$ cat src/rtl/alu_pkg.sv
// Shared types for the sequential ALU: opcodes, flag bit positions and FSM states.
// Also provides the signed-overflow helper used by the add/subtract paths.
package alu_pkg;

    typedef enum logic [3:0] {
        OP_ADD   = 4'h0,
        OP_ADDU  = 4'h1,
        OP_ADDC  = 4'h2,
        OP_ADDCU = 4'h3,
        OP_SUB   = 4'h4,
        OP_CMP   = 4'h5,
        OP_CMPU  = 4'h6,
        OP_AND   = 4'h7,
        OP_OR    = 4'h8,
        OP_XOR   = 4'h9,
        OP_NOT   = 4'hA,
        OP_LSH   = 4'hB,
        OP_RSH   = 4'hC,
        OP_ARSH  = 4'hD,
        OP_MUL   = 4'hE,
        OP_RSVD  = 4'hF
    } alu_op_t;

    localparam int NUM_FLAGS = 5;
    localparam int FLAG_N    = 0;
    localparam int FLAG_L    = 1;
    localparam int FLAG_F    = 2;
    localparam int FLAG_C    = 3;
    localparam int FLAG_Z    = 4;

    typedef enum logic [1:0] {
        ST_IDLE = 2'd0,
        ST_BUSY = 2'd1,
        ST_HOLD = 2'd2
    } alu_state_t;

    // Two's-complement overflow from the sign bits of the addends and the sum.
    // For subtraction pass the inverted sign of the subtrahend.
    function automatic logic signed_ovf(input logic a_msb, input logic b_msb, input logic s_msb);
        return (a_msb == b_msb) && (s_msb != a_msb);
    endfunction

endpackage

$ cat src/rtl/alu_mul_iter.sv
// Iterative shift-add multiplier: one partial product per cycle, WIDTH partial products total.
// The first partial product is folded into the load so done rises WIDTH-1 cycles after start.
module alu_mul_iter #(
    parameter int WIDTH = 16
) (
    input  logic                 clk,
    input  logic                 rst_n,
    input  logic                 start,
    input  logic [WIDTH-1:0]     a,
    input  logic [WIDTH-1:0]     b,
    output logic                 done,
    output logic [2*WIDTH-1:0]   product
);

    localparam int CW = $clog2(WIDTH) + 1;

    logic [2*WIDTH-1:0] acc_reg;
    logic [2*WIDTH-1:0] mcand_reg;
    logic [WIDTH-1:0]   mplier_reg;
    logic [CW-1:0]      cnt_reg;
    logic               run_reg;
    logic               done_reg;

    always_ff @(posedge clk or negedge rst_n) begin
        if (!rst_n) begin
            acc_reg    <= '0;
            mcand_reg  <= '0;
            mplier_reg <= '0;
            cnt_reg    <= '0;
            run_reg    <= 1'b0;
            done_reg   <= 1'b0;
        end else begin
            done_reg <= 1'b0;
            if (start) begin
                acc_reg    <= b[0] ? {{WIDTH{1'b0}}, a} : '0;
                mcand_reg  <= {{(WIDTH-1){1'b0}}, a, 1'b0};
                mplier_reg <= b >> 1;
                cnt_reg    <= CW'(WIDTH - 1);
                run_reg    <= 1'b1;
            end else if (run_reg) begin
                if (mplier_reg[0]) begin
                    acc_reg <= acc_reg + mcand_reg;
                end
                mcand_reg  <= mcand_reg << 1;
                mplier_reg <= mplier_reg >> 1;
                cnt_reg    <= cnt_reg - CW'(1);
                // Last partial product lands on this edge.
                if (cnt_reg == CW'(1)) begin
                    run_reg  <= 1'b0;
                    done_reg <= 1'b1;
                end
            end
        end
    end

    assign done    = done_reg;
    assign product = acc_reg;

endmodule

$ cat src/rtl/alu_seq.sv
// Sequential ALU with valid/ready handshakes; single-cycle ops complete in one cycle,
// MUL iterates in alu_mul_iter. Results and flags are held until the consumer takes them.
module alu_seq
    import alu_pkg::*;
#(
    parameter int WIDTH  = 16,
    parameter int MUL_EN = 1
) (
    input  logic                  clk,
    input  logic                  rst_n,
    input  logic                  in_valid,
    output logic                  in_ready,
    input  logic [3:0]            op,
    input  logic [WIDTH-1:0]      a,
    input  logic [WIDTH-1:0]      b,
    output logic                  out_valid,
    input  logic                  out_ready,
    output logic [WIDTH-1:0]      result,
    output logic [NUM_FLAGS-1:0]  flags
);

    localparam int MSB = WIDTH - 1;
    localparam logic [WIDTH-1:0] WIDTH_VAL = WIDTH[WIDTH-1:0];

    alu_state_t            state_reg;
    logic [WIDTH-1:0]      result_reg;
    logic [NUM_FLAGS-1:0]  flags_reg;
    logic                  carry_reg;
    logic                  out_valid_reg;
    logic                  ready_en_reg;

    alu_op_t               op_t;
    logic                  accept;
    logic                  is_mul;

    logic [WIDTH:0]        add_ext;
    logic [WIDTH:0]        addc_ext;
    logic [WIDTH-1:0]      sub_res;
    logic                  shift_big;

    logic [WIDTH-1:0]      res_comb;
    logic [NUM_FLAGS-1:0]  flg_comb;
    logic                  carry_we;
    logic                  z_en;

    logic                  mul_done;
    logic [2*WIDTH-1:0]    mul_product;
    logic [NUM_FLAGS-1:0]  mul_flags;

    assign op_t   = alu_op_t'(op);
    assign is_mul = (MUL_EN != 0) && (op_t == OP_MUL);

    // ready_en_reg keeps in_ready low through reset and until the first edge after release.
    assign in_ready = ready_en_reg &&
                      ((state_reg == ST_IDLE) || ((state_reg == ST_HOLD) && out_ready));
    assign accept   = in_valid && in_ready;

    assign add_ext   = {1'b0, a} + {1'b0, b};
    assign addc_ext  = add_ext + {{WIDTH{1'b0}}, carry_reg};
    assign sub_res   = a - b;
    assign shift_big = (b >= WIDTH_VAL);

    always_comb begin
        res_comb = '0;
        flg_comb = '0;
        carry_we = 1'b0;
        z_en     = 1'b0;
        case (op_t)
            OP_ADD: begin
                res_comb         = add_ext[MSB:0];
                flg_comb[FLAG_F] = signed_ovf(a[MSB], b[MSB], add_ext[MSB]);
                z_en             = 1'b1;
            end
            OP_ADDU: begin
                res_comb         = add_ext[MSB:0];
                flg_comb[FLAG_C] = add_ext[WIDTH];
                carry_we         = 1'b1;
                z_en             = 1'b1;
            end
            OP_ADDC: begin
                res_comb         = addc_ext[MSB:0];
                flg_comb[FLAG_F] = signed_ovf(a[MSB], b[MSB], addc_ext[MSB]);
                z_en             = 1'b1;
            end
            OP_ADDCU: begin
                res_comb         = addc_ext[MSB:0];
                flg_comb[FLAG_C] = addc_ext[WIDTH];
                carry_we         = 1'b1;
                z_en             = 1'b1;
            end
            OP_SUB: begin
                res_comb         = sub_res;
                flg_comb[FLAG_F] = signed_ovf(a[MSB], ~b[MSB], sub_res[MSB]);
                z_en             = 1'b1;
            end
            OP_CMP: begin
                flg_comb[FLAG_N] = ($signed(a) < $signed(b));
                flg_comb[FLAG_L] = ($signed(a) < $signed(b));
                flg_comb[FLAG_Z] = (a == b);
            end
            OP_CMPU: begin
                flg_comb[FLAG_N] = (a < b);
                flg_comb[FLAG_L] = (a < b);
                flg_comb[FLAG_Z] = (a == b);
            end
            OP_AND: begin
                res_comb = a & b;
                z_en     = 1'b1;
            end
            OP_OR: begin
                res_comb = a | b;
                z_en     = 1'b1;
            end
            OP_XOR: begin
                res_comb = a ^ b;
                z_en     = 1'b1;
            end
            OP_NOT: begin
                res_comb = ~a;
                z_en     = 1'b1;
            end
            OP_LSH:  res_comb = shift_big ? '0 : (a << b);
            OP_RSH:  res_comb = shift_big ? '0 : (a >> b);
            OP_ARSH: res_comb = shift_big ? {WIDTH{a[MSB]}} : WIDTH'($signed(a) >>> b);
            // MUL is handled by the iterative unit; illegal ops yield zero.
            default: ;
        endcase
        if (z_en && (res_comb == '0)) begin
            flg_comb[FLAG_Z] = 1'b1;
        end
    end

    generate
        if (MUL_EN != 0) begin : g_mul
            alu_mul_iter #(
                .WIDTH (WIDTH)
            ) u_mul (
                .clk     (clk),
                .rst_n   (rst_n),
                .start   (accept && is_mul),
                .a       (a),
                .b       (b),
                .done    (mul_done),
                .product (mul_product)
            );
        end else begin : g_no_mul
            assign mul_done    = 1'b0;
            assign mul_product = '0;
        end
    endgenerate

    always_comb begin
        mul_flags         = '0;
        mul_flags[FLAG_C] = |mul_product[2*WIDTH-1:WIDTH];
        mul_flags[FLAG_Z] = (mul_product[MSB:0] == '0);
    end

    always_ff @(posedge clk or negedge rst_n) begin
        if (!rst_n) begin
            state_reg     <= ST_IDLE;
            result_reg    <= '0;
            flags_reg     <= '0;
            carry_reg     <= 1'b0;
            out_valid_reg <= 1'b0;
            ready_en_reg  <= 1'b0;
        end else begin
            ready_en_reg <= 1'b1;
            case (state_reg)
                ST_BUSY: begin
                    if (mul_done) begin
                        state_reg     <= ST_HOLD;
                        out_valid_reg <= 1'b1;
                        result_reg    <= mul_product[MSB:0];
                        flags_reg     <= mul_flags;
                    end
                end
                default: begin
                    // IDLE and HOLD both accept; HOLD only when the result is being taken.
                    if (accept) begin
                        if (is_mul) begin
                            state_reg     <= ST_BUSY;
                            out_valid_reg <= 1'b0;
                        end else begin
                            state_reg     <= ST_HOLD;
                            out_valid_reg <= 1'b1;
                            result_reg    <= res_comb;
                            flags_reg     <= flg_comb;
                            if (carry_we) begin
                                carry_reg <= flg_comb[FLAG_C];
                            end
                        end
                    end else if ((state_reg == ST_HOLD) && out_ready) begin
                        state_reg     <= ST_IDLE;
                        out_valid_reg <= 1'b0;
                    end
                end
            endcase
        end
    end

    assign out_valid = out_valid_reg;
    assign result    = result_reg;
    assign flags     = flags_reg;

endmodule

$ cat config.mk
export PLATFORM = sky130hd
export DESIGN_NAME = alu_seq
export DESIGN_NICKNAME = d
export VERILOG_FILES = /design/src/rtl/alu_pkg.sv /design/src/rtl/alu_mul_iter.sv /design/src/rtl/alu_seq.sv
export SDC_FILE = /design/constraint.sdc
export NUM_CORES = 1
export LEC_CHECK = 0
export ABC_AREA = 0
export CORE_MARGIN = 4
export CORE_UTILIZATION = 65
export DETAILED_ROUTE_END_ITERATION = 10
export DONT_BUFFER_PORTS = 1
export PLACE_DENSITY = 0.84
export SETUP_SLACK_MARGIN = 0.02
export SYNTH_ARGS = -nofsm -noshare
export SYNTH_HDL_FRONTEND = slang
export SYNTH_SLANG_ARGS = --single-unit
$ cat constraint.sdc
create_clock -name clk -period 5.1 [get_ports clk]
set_input_delay 1.02 -clock clk [delete_from_list [all_inputs] [get_ports clk]]
set_output_delay 1.02 -clock clk [all_outputs]
set_load 0.05 [all_outputs]
After elaboration in Yosys (flattened, before gate mapping). Index checks and enable logic that the tools add are counted.

Register bits: 113. Input port bits: 40. Logic and storage cells: 127.

Add/sub/neg operators: 5. $lt $le $gt $ge: 3. Eq/ne operators: 25. Shifts and indexed selects: 3. Muxes and demuxes: 45. Bitwise logic cells: 7. Reduce and logical (&&, ||, !) cells: 27.

Operators with widths (number): $mux W16 (10); $mux W32 (5); $pmux W16 S10 (1); $add A32 B32 Y32 (1); $logic_not A16 Y1 (2); $lt A16 B16 Y1 (2); $mux W5 (6); $eq A4 B4 Y1 const B (7); $add A16 B16 Y17 (1); $add A17 B1 Y17 (1); $and A16 B16 Y16 (1); $eq A16 B16 Y1 (1); $eq A4 B3 Y1 const B (4); $ge A16 B5 Y1 const B (1); $not A16 Y16 (1); $or A16 B16 Y16 (1); $reduce_or A16 Y1 (1); $shl A16 B16 Y16 (1); $shr A16 B16 Y16 (1); $sshr A16 B16 Y16 (1); $sub A16 B16 Y16 (1); $xor A16 B16 Y16 (1); $mux W1 (15); $mux W2 (5); other kinds (24) (44).

Logic depth before layout (Yosys ltp).
Depth in word-level cells: 9. Depth in mapped cells: 16. Mapped depth without buffers: 14.

By module. Synthesis repeated with hierarchy kept, for this count alone.

Cell total of the unflattened synthesis: 1527. Area total of the unflattened synthesis: 12219.2 µm².

By module, submodules not included: alu_seq (times used 1, cells each 960, area each 6969.2 µm², sequential area each 600.6 µm²); alu_mul_iter (times used 1, cells each 567, area each 5250.0 µm², sequential area each 2127.0 µm²).

Least setup slack after synthesis. Ideal clock, no wire load.

Path type: input port to flip-flop. From: input b[1]. To: register flags_reg[4], in the netlist flags[4]. Setup time: 103 ps. Arrival time: 4270 ps. Required time: 4997 ps. Slack: 726 ps. Stages: 15. Buffers on the path: 3. Cells stage by stage: buf_2 > clkbuf_8 > buf_2 > inv_1 > ha_1 > a211oi_1 > o21a_1 > o21ai_1 > a2111o_1 > and3_4 > nand4bb_1 > nor2_1 > xnor2_1 > o21ai_0 > o41ai_2.

Word-level cells in the longest chain between the ends: 9. Elaborated cells on any way between the ends: 22. Classes of those cells: 3 x add/sub; 1 x order compare; 1 x eq/ne; 3 x shift; 9 x mux; 3 x bitwise; 2 x reduce/logical.

Ends and longest elaborated chain: from (decl) (line alu_seq.sv:15) `input logic [WIDTH-1:0] b,`; $add A16 B16 Y17 (tied with other cells) (line alu_seq.sv:58) `assign add_ext = {1'b0, a} + {1'b0, b};`; $add A17 B1 Y17 (tied with other cells) (line alu_seq.sv:59) `assign addc_ext = add_ext + {{WIDTH{1'b0}}, carry_reg};`; $pmux W16 S10 (line alu_seq.sv:68) `case (op_t)`; $logic_not A16 Y1 (line alu_seq.sv:128) `if (z_en && (res_comb == '0)) begin`; $logic_and A1 B1 Y1 (line alu_seq.sv:128); $mux W1 * (line alu_seq.sv:128); $mux W5 * (line alu_seq.sv:180) `if (is_mul) begin`; $mux W5 * (line alu_seq.sv:179) `if (accept) begin`; $mux W5 * (line alu_seq.sv:168) `case (state_reg)`; to (signal assigned) (line alu_seq.sv:174) `flags_reg <= mul_flags;`; to (signal assigned) (line alu_seq.sv:187) `flags_reg <= flg_comb;`; to (decl) (line alu_seq.sv:27) `logic [NUM_FLAGS-1:0] flags_reg;`.

Every way passes the cells marked *; elsewhere a longest branch is shown, timed or not. The select of a mux whose other input is x is not followed. A chain may end at the register's enable or synchronous reset.

Final worst setup path. Ends and elaborated chain as after synthesis.

==> results by group <==
Clocking
  – Post-CTS Resized: 0
  – Setup Buffers After CTS: 0
  – CTS HTree Levels: 3
  – CTS tree: yes
  – Worst-path clk slew: 90 ps
  – Bufs on Longest Clock Path: 2
  – CTS sink cnt: 109
  – Clk Latency, worst-skew pair: 370 ps
  – Hold Buf Count CTS: 0
  – Clock root buffer: clkbuf_16
  – CTS Buf Count: 9

Cells and area
  – Synth-to-Final Area Change: 0.580%
  – Fin area: 0.0122 mm²
  – Layout Nets: 1524
  – Layout cells sized above 1: roughly 8.0%
  – Max FFs per register: 32
  – ANT cells: 0

Power and ir drop
  – Comb power frac: between 40% and 50%
  – Clock power frac: 15.0%
  – Sequential share of power: 37.6%
  – Switching Share: roughly half
  – Power Dens Cells: 395 mW/mm²
  – Final Power: 0.00479 W
  – Internal: about 0.0025 W
  – Sw Pwr: between 0.002 and 0.0025 W
  – Leakage: 5.27 nW
  – Peak supply drop: 366 µV

Timing
  – Unrepaired setup endpoints after global routing: no
  – Worst slew pin tran: between 1000 and 1500 ps
  – Max-slew headroom: 19.6%
  – Setup-failing EPs final: 0
  – Clock skew: 17.6 ps
  – Fin crit share: a little over four fifths
  – Min cycle time layout: 4300 ps
  – Final hold violation count: 0
  – Max Freq: 233 MHz
  – Fin. max-slew vios: 0
  – Setup TNS: 0 ps

Placement
  – GPL Wtd Cong: 1.09
  – I/O Buffers: 0
  – Placed cell area: between 0.01 and 0.015 mm²
  – DP Wirelength: between 30000 and 40000 µm

Floorplanning
  – Die Ht: around 140 µm
  – Rows: 49
  – DIE AREA: 0.0208 mm²
  – Num ports: 63
  – Core area: between 0.015 and 0.02 mm²
  – Die width: 144 µm
  – Starting Density: about two thirds

Synth
  – Ys async rst share: 100%
  – Number of synthesized register bits: 109
  – Seq/Total Area, Yosys: a little under a quarter
  – Area of the mapped netlist: 0.0121 mm²
  – Syn Inst Count: ~1500
  – Netlist cell types: 106
  – Top FF cell, synth: dfrtp_1
  – Synthesis warning total: 0
  – Syn Nets: 1605
  – Number of synthesized flops with an enable pin: 0
  – Average cell area after synthesis: 8.16 µm²

Global route
  – GR Util All Layers: 40.4%
  – First-pass GRT wire length: 65200 µm
  – Initial antenna violation count: 1
  – Gr ovfl total: 0
  – Pin count of the biggest net entering global routing: 110
  – Vias in the first global route: 11200

Setup path
  – Required time worst endpoint: 5370 ps
  – Crit end category: register
  – WP data arrival: around 4600 ps
  – WS Path Type: in -> reg
  – CP Max Fanout: between 50 and 60
  – CP startpoint kind: input pin

Worst hold path
  – Worst Hold Class: in -> async

Run status
  – Status: completed

Drt
  – WL/cell: roughly 26 µm
  – 1st-iter DRT viols: 1686
  – Routed Antenna Nets: 0
  – DRT Pass-1 Iters: 6
  – Via count: 12100
  – Vias per cell: 7.43
  – Routed wire length: 42200 µm
  – Residual DRC count: 0

Job
  – Max Cap Viol: 0
[final cells by class]
class	count	area, µm²
Inverter	66	248
Fill cell	1527	6000
Tap cell	229	287
Clock buffer	10	229
Sequential cell	109	2730
Multi-Input combinational cell	1195	8460
Timing Repair Buffer	18	135
Clock inverter	6	67.6
[layer usage]
metal	track usage (%)	routed length (µm)	vias to the layer above
met5	0	12	-
met4	16.8	2080	2
met3	9.69	5030	157
met2	58.3	17700	886
met1	58.2	17400	5768
li1	-	-	5321
[layout by cell type, fill, tap and decap left out, drive strengths merged, types with 23 or more instances in the layout]
master | netlist | routed
xnor2 | 36 | 36
dfrtp | 109 | 109
nand2 | 128 | 128
nor4 | 23 | 23
nor3 | 43 | 43
inv | 64 | 68
mux2i | 77 | 77
a21oi | 121 | 121
nand4 | 26 | 26
nor2 | 130 | 130
ha | 82 | 82
nand3 | 42 | 42
o21ai | 105 | 105
[cell families (layout without fill, tap and decap cells)]
group                    after synthesis  after routing  share of synthesized area, %
AO/OA/AOI/OAI                        446            446                          24.4
XOR/XNOR                              58             58                          4.32
adder cells (fa/ha/maj)               85             85                          8.99
buffers and inverters                176            100                          7.74
flip-flops                           109            109                          22.6
multiplexers                         111            111                          11.1
other                                  1              1                        0.0310
AND/OR/NAND/NOR                      494            494                          20.8
[critical path, cell delays in order]
cell and delay [ps]:
inv_1 240, ha_1 330, a211oi_1 630, nor2_1 140, nor3_1 260, xnor2_1 160
nor2_1 80, nor4b_1 790, nand4_1 190, nor4_1 360, nand4_1 170, o41ai_2 210
[power groups by stage]
| stage | registers (W) | logic, W | clock network (W) |
|---|---|---|---|
| 4_1_cts | 0.00179 | 0.00222 | 0.000727 |
| 3_3_place_gp | 0.00179 | 0.00213 | 0 |
| 2_1_floorplan | 0.00166 | 0.00183 | 0 |
| 5_1_grt | 0.00184 | 0.00251 | 0.000757 |
| 3_5_place_dp | 0.00180 | 0.00221 | 0 |
| 6_report | 0.00180 | 0.00227 | 0.000718 |
[cells in the mapped netlist, types with 16 or more instances]
| master | count | area share (%) |
|---|---|---|
| nor2_1 | 128 | 4.0 |
| nand2_1 | 127 | 3.9 |
| a21oi_1 | 120 | 5.0 |
| dfrtp_1 | 109 | 23 |
| o21ai_0 | 101 | 4.2 |
| ha_1 | 82 | 8.5 |
| mux2i_1 | 77 | 6.4 |
| inv_1 | 63 | 2.0 |
| clkbuf_1 | 61 | 1.9 |
| nand3_1 | 42 | 1.7 |
| nor3_1 | 42 | 1.7 |
| xnor2_1 | 36 | 2.6 |
| nand4_1 | 25 | 1.3 |
| xor2_1 | 21 | 1.5 |
| clkbuf_8 | 20 | 2.3 |
| a21o_1 | 19 | 1.2 |
| nor4_1 | 19 | 0.98 |
| a211oi_1 | 18 | 1.1 |
| nor2b_1 | 18 | 0.93 |
| mux2_2 | 17 | 1.6 |
| mux4_2 | 17 | 3.2 |
| o211ai_1 | 16 | 0.99 |
| o31ai_1 | 16 | 0.99 |
[per-stage QoR]
step / hold WS, ps / cells / util, % / setup WS [ps]
final: 333 / 1633 / 67.0 / 799
after global routing: 323 / 1633 / 67.0 / 553
after CTS: 329 / 1633 / 67.0 / 910
after detailed placement: 524 / 1617 / 65.3 / 561
after global placement: 481 / 1617 / 65.3 / 589
after floorplan: 469 / 1480 / - / 726
[worst paths after layout]
| path | startpoint | to | slack (ps) | cells past startpoint |
|---|---|---|---|---|
| max | b[1] | flags[4] | 800 | 12 |
| min | rst_n | result[8] | 330 | 0 |
| max reg2reg | g_mul.u_mul.product[1] | g_mul.u_mul.product[31] | 1600 | 13 |
| min reg2reg | g_mul.u_mul.product[28] | g_mul.u_mul.product[28] | 540 | 2 |
| max in group asynchronous | rst_n | g_mul.u_mul.run_reg | 4540 | 0 |
| min in group clk | g_mul.u_mul.product[28] | g_mul.u_mul.product[28] | 540 | 2 |
No activity file was read; power rests on OpenSTA's default activity.
==> edit: new RTL, same flow settings <==
Encoding of `alu_state_t`: now one-hot (3 bits for 3 states).
--- a/src/rtl/alu_pkg.sv
+++ b/src/rtl/alu_pkg.sv
@@ -28,10 +28,10 @@
     localparam int FLAG_C    = 3;
     localparam int FLAG_Z    = 4;
 
-    typedef enum logic [1:0] {
-        ST_IDLE = 2'd0,
-        ST_BUSY = 2'd1,
-        ST_HOLD = 2'd2
+    typedef enum logic [2:0] {
+        ST_IDLE = 3'b001,
+        ST_BUSY = 3'b010,
+        ST_HOLD = 3'b100
     } alu_state_t;
 
     // Two's-complement overflow from the sign bits of the addends and the sum.
Function: no difference found for any inputs over 10 cycles, from zero or initial values and one cycle with rst_n low; not proved beyond that.
==> edit against the original RTL <==
Die area fell by 0.75%. Maximum frequency fell by 3.5%. Power fell by 7.4%. Register-to-register slack got worse by 0.23 ns. Synthesized area is 0.79% lower. Cell count up 2.3%. Sequential cell count is 1 higher. Final area increased by 1.8%. Highest routed layer unchanged. Clock skew down 0.0023 ns. Utilization up 1.7 points. Worst setup slack got worse by 0.15 ns. Largest cell class unchanged. Routed wire length grew 5.7%.
==> edit: results <==
[yosys]
synthTopCellsByArea = dfrtp_1 23%, ha_1 8.6%, a21oi_1 6.4%
synth-xor-area-share = 0.04457
asyncSetResetFlopFracSynth = 1.000
synth_sequential_area_ratio = 0.2297
synth_warnings = 0
synth.mux.area_fraction = 0.1162
synth_commonest_cells = 155 x nor2_1, 153 x a21oi_1, 129 x nand2_1, 109 x dfrtp_1, 87 x clkbuf_1
synthAdderAreaFrac = 0.09061
syn-instance-count = 1507
synth_compound_gate_area_share = 0.2507
synth.lib_cells_used.distinct = 96

[cts]
clock_latency_ns = 0.38
post-cts-setup-buffer-count = 0
h_tree_lvls = 3
inserted_clock_buffers = 9
cts_root_buf = clkbuf_16
cts_repair_resize_count = 0
worst_setup_hold_path_clk_slew_ns = 0.10

[final_layout]
largest_register_ffs = 32
syn_to_final_growth_pct = 3.215
nets = 1561
antenna_diode_instance_count = 0
layout-drive-gt1-share = 0.08119
final.fill_count = 1522

[sta]
relSlewSlack = 0.2665
timing_max_transition_violations_final = 0
final.setup_skew_ns = 0.01526

[placed_design]
gp_routability_congestion = 1.024
place_hpwl_um = 32820
placed_cells_incl_taps = 1654
placement.io_buffers = 0
placedInstanceArea_um2 = 12060

[routing]
drt-vias-per-instance = 7.414
detail_route.first_pass.iterations = 10
first_iter_violations = 1892
wl_per_cell_um = 26.71
route.final.wire_length_um = 44600

[setup_path]
worstReg2RegStart = g_mul.u_mul.product[2]
worstPathArrival_ns = 4.74
reg2reg_depth = 12
path_max_fanout = 65
worstSetupStartpoint = b[0]

[hold_path]
hold_path.class = primary input to async pin

[grt]
grt_antenna_before_repair = 1
grt_use_total = 0.4290
largest_net_degree_at_the_start_of_global_routing = 111
grt_pass1_wl_um = 67740
first_global_vias = 11360

[power_and_ir_drop]
leakagePower_nw = 5.379
power.ir.vdd_worst_mv = 0.4460
p_sw_mw = 2.111

[run_status]
outcome = completed
-- edit: critical path, cell delays in order --
cell      delay (ns)
ha_1            0.23
inv_1           0.09
fa_1            0.49
xnor2_1         0.37
and3_1          0.37
nand2_1         0.17
nor4_1          0.28
xnor3_1         0.32
a211oi_1        0.56
and2_0          0.21
nand4_1         0.12
nor4_2          0.16
nand4_1         0.14
o31ai_1         0.20
-- edit: layout make-up --
class,count,area [µm²],share of cell area
clock buffer,9,225.2,0.01820
clock inverter,7,82.58,0.006675
inverter,65,244.0,0.01972
multi-input combinational,1221,8561,0.6919
sequential,110,2755,0.2227
tap,229,286.5,0.02316
timing repair buffer,29,217.7,0.01760
-- edit: worst paths after layout --
check                                          end  slack, ns
max reg2reg                g_mul.u_mul.product[30]       1.37
min                                       flags[1]       0.34
max in group asynchronous      g_mul.u_mul.run_reg       4.50
min in group clk                      state_reg[0]       0.52
max                                       flags[4]       0.65
min reg2reg                           state_reg[0]       0.52
-- edit: power groups by stage --
stage	logic [mW]	clock network, mW	registers [mW]
4_1_cts	1.84	0.765	1.78
3_3_place_gp	1.76	0	1.78
6_report	1.89	0.760	1.79
5_1_grt	2.06	0.792	1.82
2_1_floorplan	1.55	0	1.62
3_5_place_dp	1.82	0	1.79
-- edit: cell families after synthesis --
kind of cell,Yosys count
AND/OR/NAND/NOR,508
AO/OA/AOI/OAI,459
buffers and inverters,176
multiplexers,111
flip-flops,110
adder cells (fa/ha/maj),85
XOR/XNOR,57
other,1
-- edit: stage by stage --
step	utilization	power [mW]	worst slack, ns
after global routing	0.6864	4.680	0.4079
final	0.6864	4.439	0.6451
after global placement	0.6693	3.541	0.4740
after floorplan	-	3.163	0.4171
after detailed placement	0.6693	3.617	0.3982
after CTS	0.6864	4.388	0.7395
-- edit: metal layers --
metal	share of wire	wire (µm)	vias to the layer above	GRT usage
li1	-	-	5417	-
met2	0.42	18740	912	0.6227
met5	0.00029	13	-	0
met3	0.14	6399	170	0.1428
met1	0.39	17230	5880	0.5890
met4	0.050	2221	2	0.1769
